File: src/rtl/rf_pkg.sv
// Shared register-file constants: architectural register count, index width,
// default pending-write counter width and the register index type.
package rf_pkg;

  localparam int NREG      = 32;
  localparam int REG_IDX_W = 5;
  localparam int CNT_W_DEF = 2;

  typedef logic [REG_IDX_W-1:0] reg_idx_t;

endpackage

File: src/rtl/reg_scoreboard_if.sv
// Issue handshake, writeback and flush bundle between the decode stage
// (master) and the register scoreboard (slave).
interface reg_scoreboard_if;
  import rf_pkg::*;

  logic     issue_valid;
  reg_idx_t issue_rs1;
  reg_idx_t issue_rs2;
  reg_idx_t issue_rd;
  logic     issue_rs1_used;
  logic     issue_rs2_used;
  logic     issue_rd_wr;
  logic     issue_ready;
  logic     wb_valid;
  reg_idx_t wb_rd;
  logic     flush;

  modport master (
    output issue_valid, issue_rs1, issue_rs2, issue_rd,
           issue_rs1_used, issue_rs2_used, issue_rd_wr,
           wb_valid, wb_rd, flush,
    input  issue_ready
  );

  modport slave (
    input  issue_valid, issue_rs1, issue_rs2, issue_rd,
           issue_rs1_used, issue_rs2_used, issue_rd_wr,
           wb_valid, wb_rd, flush,
    output issue_ready
  );

endinterface

File: src/rtl/sb_counter.sv
// Pending-write counter for one architectural register. Increment and
// decrement in the same cycle cancel; clear wins over both. Saturates at
// the top, and a lone decrement at zero holds zero and flags underflow.
module sb_counter
  import rf_pkg::*;
#(
  parameter int CNT_W = CNT_W_DEF
) (
  input  logic             clk,
  input  logic             rst,
  input  logic             inc_i,
  input  logic             dec_i,
  input  logic             clr_i,
  output logic [CNT_W-1:0] cnt_o,
  output logic             underflow_o
);

  localparam logic [CNT_W-1:0] CNT_MAX = '1;

  logic [CNT_W-1:0] cnt_q, cnt_d;

  // next count and underflow detection
  always_comb begin
    cnt_d       = cnt_q;
    underflow_o = 1'b0;
    if (clr_i) begin
      cnt_d = '0;
    end else if (inc_i && !dec_i) begin
      if (cnt_q != CNT_MAX) cnt_d = cnt_q + 1'b1;
    end else if (dec_i && !inc_i) begin
      if (cnt_q != '0) cnt_d = cnt_q - 1'b1;
      else             underflow_o = 1'b1;
    end
  end

  // count register
  always_ff @(posedge clk or posedge rst) begin
    if (rst) cnt_q <= '0;
    else     cnt_q <= cnt_d;
  end

  assign cnt_o = cnt_q;

endmodule

File: src/rtl/reg_scoreboard.sv
// Register scoreboard: tracks in-flight writes per architectural register
// and stalls issue on read-after-write hazards or a full pending counter.
// Register 0 is hardwired untracked. Hazards see registered counts only,
// so a writeback unblocks readers from the following cycle.
// Optional build macro REG_SCOREBOARD_STATS_EN adds stall_cnt_o, a wrapping
// count of cycles where an instruction was presented but not accepted.
module reg_scoreboard
  import rf_pkg::*;
#(
  parameter int NREG  = rf_pkg::NREG,
  parameter int CNT_W = rf_pkg::CNT_W_DEF
) (
  input  logic                clk,
  input  logic                rst,
  reg_scoreboard_if.slave     sb_if,
  output logic [NREG-1:0]     busy_vec_o,
  output logic                err_o
`ifdef REG_SCOREBOARD_STATS_EN
  , output logic [31:0]       stall_cnt_o
`endif
);

  localparam logic [CNT_W-1:0] CNT_MAX = '1;

  logic [NREG-1:0][CNT_W-1:0] cnt;
  logic [NREG-1:0]            underflow;
  logic                       issue_fire;
  logic                       err_q;

  assign cnt[0]       = '0;
  assign underflow[0] = 1'b0;

  // issue ready from registered state; flush always blocks issue
  always_comb begin
    sb_if.issue_ready = !sb_if.flush;
    if (sb_if.issue_rs1_used && busy_vec_o[sb_if.issue_rs1]) sb_if.issue_ready = 1'b0;
    if (sb_if.issue_rs2_used && busy_vec_o[sb_if.issue_rs2]) sb_if.issue_ready = 1'b0;
    if (sb_if.issue_rd_wr && (cnt[sb_if.issue_rd] == CNT_MAX)) sb_if.issue_ready = 1'b0;
  end

  assign issue_fire = sb_if.issue_valid && sb_if.issue_ready && sb_if.issue_rd_wr;

  for (genvar i = 1; i < NREG; i++) begin : g_cnt
    sb_counter #(.CNT_W(CNT_W)) u_cnt (
      .clk         (clk),
      .rst         (rst),
      .inc_i       (issue_fire && (sb_if.issue_rd == reg_idx_t'(i))),
      .dec_i       (sb_if.wb_valid && (sb_if.wb_rd == reg_idx_t'(i))),
      .clr_i       (sb_if.flush),
      .cnt_o       (cnt[i]),
      .underflow_o (underflow[i])
    );
  end

  // busy decode of the registered counters
  always_comb begin
    busy_vec_o = '0;
    for (int i = 0; i < NREG; i++) busy_vec_o[i] = |cnt[i];
  end

  // sticky writeback-underflow flag
  always_ff @(posedge clk or posedge rst) begin
    if (rst) err_q <= 1'b0;
    else     err_q <= err_q | (|underflow);
  end

  assign err_o = err_q;

`ifdef REG_SCOREBOARD_STATS_EN
  logic [31:0] stall_cnt_q;

  // count presented-but-stalled cycles, wrapping
  always_ff @(posedge clk or posedge rst) begin
    if (rst)                                          stall_cnt_q <= '0;
    else if (sb_if.issue_valid && !sb_if.issue_ready) stall_cnt_q <= stall_cnt_q + 32'd1;
  end

  assign stall_cnt_o = stall_cnt_q;
`endif

endmodule

File: src/flat_wrapper.sv
// flat-port wrapper written by rule: the top's interface ports become plain ports
module reg_scoreboard_flat import rf_pkg::*;
#(
  parameter int NREG  = rf_pkg::NREG,
  parameter int CNT_W = rf_pkg::CNT_W_DEF
)
  (clk, rst, busy_vec_o, err_o, sb_if_issue_valid, sb_if_issue_rs1, sb_if_issue_rs2, sb_if_issue_rd, sb_if_issue_rs1_used, sb_if_issue_rs2_used, sb_if_issue_rd_wr, sb_if_wb_valid, sb_if_wb_rd, sb_if_flush, sb_if_issue_ready);
  reg_scoreboard_if sb_if_i ();
  input  logic clk;
  input  logic rst;
  output logic [NREG-1:0] busy_vec_o;
  output logic err_o;
  input wire logic [$bits(sb_if_i.issue_valid)-1:0] sb_if_issue_valid;
  input wire logic [$bits(sb_if_i.issue_rs1)-1:0] sb_if_issue_rs1;
  input wire logic [$bits(sb_if_i.issue_rs2)-1:0] sb_if_issue_rs2;
  input wire logic [$bits(sb_if_i.issue_rd)-1:0] sb_if_issue_rd;
  input wire logic [$bits(sb_if_i.issue_rs1_used)-1:0] sb_if_issue_rs1_used;
  input wire logic [$bits(sb_if_i.issue_rs2_used)-1:0] sb_if_issue_rs2_used;
  input wire logic [$bits(sb_if_i.issue_rd_wr)-1:0] sb_if_issue_rd_wr;
  input wire logic [$bits(sb_if_i.wb_valid)-1:0] sb_if_wb_valid;
  input wire logic [$bits(sb_if_i.wb_rd)-1:0] sb_if_wb_rd;
  input wire logic [$bits(sb_if_i.flush)-1:0] sb_if_flush;
  output wire logic [$bits(sb_if_i.issue_ready)-1:0] sb_if_issue_ready;
  assign sb_if_i.issue_valid = sb_if_issue_valid;
  assign sb_if_i.issue_rs1 = sb_if_issue_rs1;
  assign sb_if_i.issue_rs2 = sb_if_issue_rs2;
  assign sb_if_i.issue_rd = sb_if_issue_rd;
  assign sb_if_i.issue_rs1_used = sb_if_issue_rs1_used;
  assign sb_if_i.issue_rs2_used = sb_if_issue_rs2_used;
  assign sb_if_i.issue_rd_wr = sb_if_issue_rd_wr;
  assign sb_if_i.wb_valid = sb_if_wb_valid;
  assign sb_if_i.wb_rd = sb_if_wb_rd;
  assign sb_if_i.flush = sb_if_flush;
  assign sb_if_issue_ready = sb_if_i.issue_ready;
  reg_scoreboard #(.NREG(NREG), .CNT_W(CNT_W)) u_core (.clk(clk), .rst(rst), .sb_if(sb_if_i), .busy_vec_o(busy_vec_o), .err_o(err_o));
endmodule
File: config.mk
export PLATFORM = sky130hd
export DESIGN_NAME = reg_scoreboard_flat
export DESIGN_NICKNAME = d
export VERILOG_FILES = /design/src/rtl/rf_pkg.sv /design/src/rtl/reg_scoreboard_if.sv /design/src/rtl/sb_counter.sv /design/src/rtl/reg_scoreboard.sv /design/src/flat_wrapper.sv
export SDC_FILE = /design/constraint.sdc
export NUM_CORES = 1
export LEC_CHECK = 0
export ABC_AREA = 1
export CAP_MARGIN = 0
export CELL_PAD_IN_SITES_DETAIL_PLACEMENT = 1
export CELL_PAD_IN_SITES_GLOBAL_PLACEMENT = 1
export CORE_MARGIN = 2
export CORE_UTILIZATION = 41
export CTS_CLUSTER_DIAMETER = 60
export DETAILED_ROUTE_END_ITERATION = 7
export PLACE_DENSITY = 0.83
export SETUP_SLACK_MARGIN = 0.15
export SYNTH_ARGS = -nofsm -noshare
export SYNTH_HDL_FRONTEND = slang
export SYNTH_HIERARCHICAL = 1
export SYNTH_SLANG_ARGS = --single-unit
File: constraint.sdc
create_clock -name clk -period 3.55 [get_ports clk]
set_clock_uncertainty 0.05 [all_clocks]
set_input_delay 0.355 -clock clk [delete_from_list [all_inputs] [get_ports clk]]
set_output_delay 0.355 -clock clk [all_outputs]
set_load 0.01 [all_outputs]
==> results_dict.tcl <==
set metrics [dict create \
    syn-cell-area_mm2 0.00744 \
    layout-drive-gt1-share_pct 27.5 \
    synth.avg_cell_area_um2 5.71 \
    synth_xor_xnor_area_share_pct 0 \
    ys_seq_area_share_pct 21.2 \
    p_int_w 0.00151 \
    cap_violations 0 \
    first_pass_iters 6 \
    relSlewSlack_pct 54.4 \
    finalHoldViolCount 0 \
    cts.sink_count 63 \
    yosysTopAreaCell "dfrtp_1" \
    p_leak_nw 5.40 \
    cts_buffer_depth 2 \
    ir_worst_vdd_uv 321 \
    synthAdderAreaFrac_pct 10.4 \
    grt_pass1_vias 10900 \
    yosys_warnings 6 \
    clockPowerShare_pct 48.2 \
    htree_levels 3 \
    endpoint_kind "flip-flop" \
    ant_nets 0 \
    synth.top_cell.area_share_pct 21.2 \
    drc 0 \
    worstPathArrival_ns 4.06 \
    worst_slew_pin_slew_ns 0.681 \
    combPwrFrac_pct 18.7 \
    finalSetupViolCount 2 \
    dp_cells 1724 \
    synth_cells 1304 \
    hold_ws_ns 0.447 \
    start_util_pct 41.6 \
    min_period_ns 3.86 \
    multi_input_area_mm2 0.00512 \
    cts_root_buf "clkbuf_16" \
    clkSlewWorstSetupHoldPaths_ns 0.07 \
    port_buffers 60 \
    fin_cells 1783 \
    nets 1639 \
    async_flop_share_pct 100 \
    grt_max_degree 63 \
    r2r_slack_ns -0.31 \
    via_per_inst 6.22 \
    timing.fmax_mhz 259 \
    place_congestion 0.974 \
    critPathKind "reg2reg" \
    path_max_fanout 7 \
    insertion_delay_ns 0.37 \
    synth_nets 1394 \
    dp_hpwl_mm 24.1 \
    outcome "finished with violations" \
    fin_setup_tns_ns -0.494 \
    area_growth_pct 45.3 \
    cts_tree "built" \
    violations "negative setup slack" \
    synth.distinct_cells 27 \
    synth_seq_cells 63 \
    p_sw_share_pct 30.5 \
    n_fill_cell 2475 \
    p_seq_share_pct 33.1 \
    vias 11100 \
    synth-compound-area-share_pct 10.3 \
    io_pins 62 \
    switchingPower_w 0.000661 \
    drt-total-wl_mm 46.7 \
    antenna_found_initial 3 \
    synthTopCellsByArea "dfrtp_1 (21%), nand2_1 (19%), inv_1 (16%), ha_1 (10%), nand3_1 (9.6%)" \
    die_h_um 139 \
    grt_overflow 0 \
    synthMuxAreaShare_pct 0 \
    diodes 0 \
    final.setup.worst_slack_ns -0.312 \
    rows 49 \
    die_area_mm2 0.0192 \
    wire_per_inst_um 26.2 \
    synth_edf_count 0 \
    rsz0062_at_grt "true" \
    drtIter0Drc 1283 \
    finalCritPeriodShare_pct 109 \
    ys_dominant_reg_cell "dfrtp_1" \
    cp-start-kind "flip-flop" \
    hold_path_class "in2async" \
    worstPathRequired_ns 3.75 \
    synth_top_family_by_area "simple AND/OR/NAND/NOR gates" \
    grt_pass1_wl_mm 60.1 \
    yosys.area_share.simple_pct 39.3 \
    cts_buffers 9 \
    core-area_mm2 0.0179 \
    drv_slew 0 \
    track_usage_pct 39.9 \
    final-seq-area_mm2 0.00159 \
    powerDensity_mw_per_mm2 201 \
    chipWidth_um 139 \
]
## power by group through the flow
stage          clock [W]  combinational [W]  sequential, W
6_report         0.00104           0.000406       0.000718
5_1_grt          0.00107           0.000414       0.000718
4_1_cts          0.00101           0.000334       0.000718
3_5_place_dp           0           0.000310       0.000731
3_3_place_gp           0           0.000301       0.000731
2_1_floorplan          0           0.000153       0.000731
## final timing paths
| kind | from | to | depth (start not counted) |
|---|---|---|---|
| worst max-delay path | u_core/g_cnt[17].u_cnt/cnt_o[0]$_DFFE_PP0P_ | u_core/err_o$_DFF_PP0_ | 21 |
| worst min-delay path | rst | u_core/err_o$_DFF_PP0_ | 3 |
| worst max register to register | u_core/g_cnt[17].u_cnt/cnt_o[0]$_DFFE_PP0P_ | u_core/err_o$_DFF_PP0_ | 21 |
| worst min register to register | u_core/g_cnt[14].u_cnt/cnt_o[0]$_DFFE_PP0P_ | u_core/g_cnt[14].u_cnt/cnt_o[0]$_DFFE_PP0P_ | 2 |
| max in group asynchronous | rst | u_core/g_cnt[10].u_cnt/cnt_o[1]$_DFFE_PP0P_ | 3 |
| min in group clk | sb_if_flush | u_core/g_cnt[24].u_cnt/cnt_o[1]$_DFFE_PP0P_ | 3 |
## registers in the layout, summed over array words and instances, names as in the netlist
name	flops
u_core/err_o	1
u_core/g_cnt.u_cnt/cnt_o	62
## cell type report
class	count	area share (%)
flip-flops and latches	63	14.7
clock inverters	3	0.602
well taps	229	2.65
repair buffers	260	20.9
inverters	328	11.5
clock buffers	13	2.41
multi-input cells	887	47.3
## per-layer routing
layer  vias up  wire length (um)  GRT usage, %
li1       4401                 -             -
met1      5276             16400          44.8
met2      1017             20900          66.5
met3       386              5200          10.3
met4         4              4240          27.5
met5         -                33             0
## synth_stat cells (2+ instances only)
| cell type | n |
|---|---|
| or2_2 | 6 |
| o21ai_1 | 5 |
| nand3_1 | 143 |
| o21ai_0 | 50 |
| nor2_1 | 122 |
| a21oi_2 | 31 |
| nand2_1 | 382 |
| buf_2 | 8 |
| nor3_1 | 5 |
| nand4_1 | 3 |
| nor2_2 | 22 |
| clkbuf_1 | 9 |
| nor4_1 | 7 |
| dfrtp_1 | 63 |
| buf_6 | 6 |
| inv_1 | 324 |
| a21oi_1 | 41 |
| inv_2 | 4 |
| ha_1 | 62 |
| o211ai_1 | 2 |
| buf_4 | 3 |
## stage by stage
step	setup slack, ns	utilization (%)	instance area [um2]	power (W)
floorplan	0.594	-	7440	0.000884
global placement	-0.479	52.5	9400	0.00103
detailed placement	-0.625	52.5	9400	0.00104
CTS	0.0530	57.1	10200	0.00207
global route	-0.371	60.4	10800	0.00220
finish	-0.312	60.4	10800	0.00217
## worst max-delay path, stage by stage (launching register included)
cell	delay, ns
dfrtp_1	0.42
buf_4	0.18
nand2_1	0.10
o21ai_2	0.07
nand2_1	0.09
nand2_1	0.09
nand2_1	0.11
nand2_1	0.09
o21ai_2	0.15
nand2_1	0.09
nand3_2	0.09
nand4_4	0.20
buf_12	0.22
buf_6	0.16
nor2_4	0.10
inv_1	0.06
ha_1	0.23
nand2_1	0.15
nor2_1	0.13
nor4_2	0.35
nand4_1	0.24
or3_1	0.37
## placed cells by master (no fill, tap or decap), types with 17 or more instances in the layout
master	n
a21oi_2	34
buf_4	186
inv_2	31
nand3_1	130
nor2_2	17
nand2_2	27
nor2_1	105
ha_1	43
dfrtp_1	53
o21ai_0	41
nor2_4	22
clkdlybuf4s50_1	53
a21oi_1	38
nand2_1	344
inv_1	294
## kinds of logic (layout without fill, tap and decap cells)
logic type,Yosys count,after routing
flip-flops,63,63
adder cells (fa/ha/maj),62,62
AO/OA/AOI/OAI,129,129
buffers and inverters,354,604
AND/OR/NAND/NOR,695,695
other,1,1
## what timing repair did
item	CTS	global route
buffers inserted	29	11
hold buffers	0	0
gates cloned	2	1
setup endpoints to repair	1	2
resized for setup	79	151
pin swaps	27	57
Power figures use the tool's default switching activity.
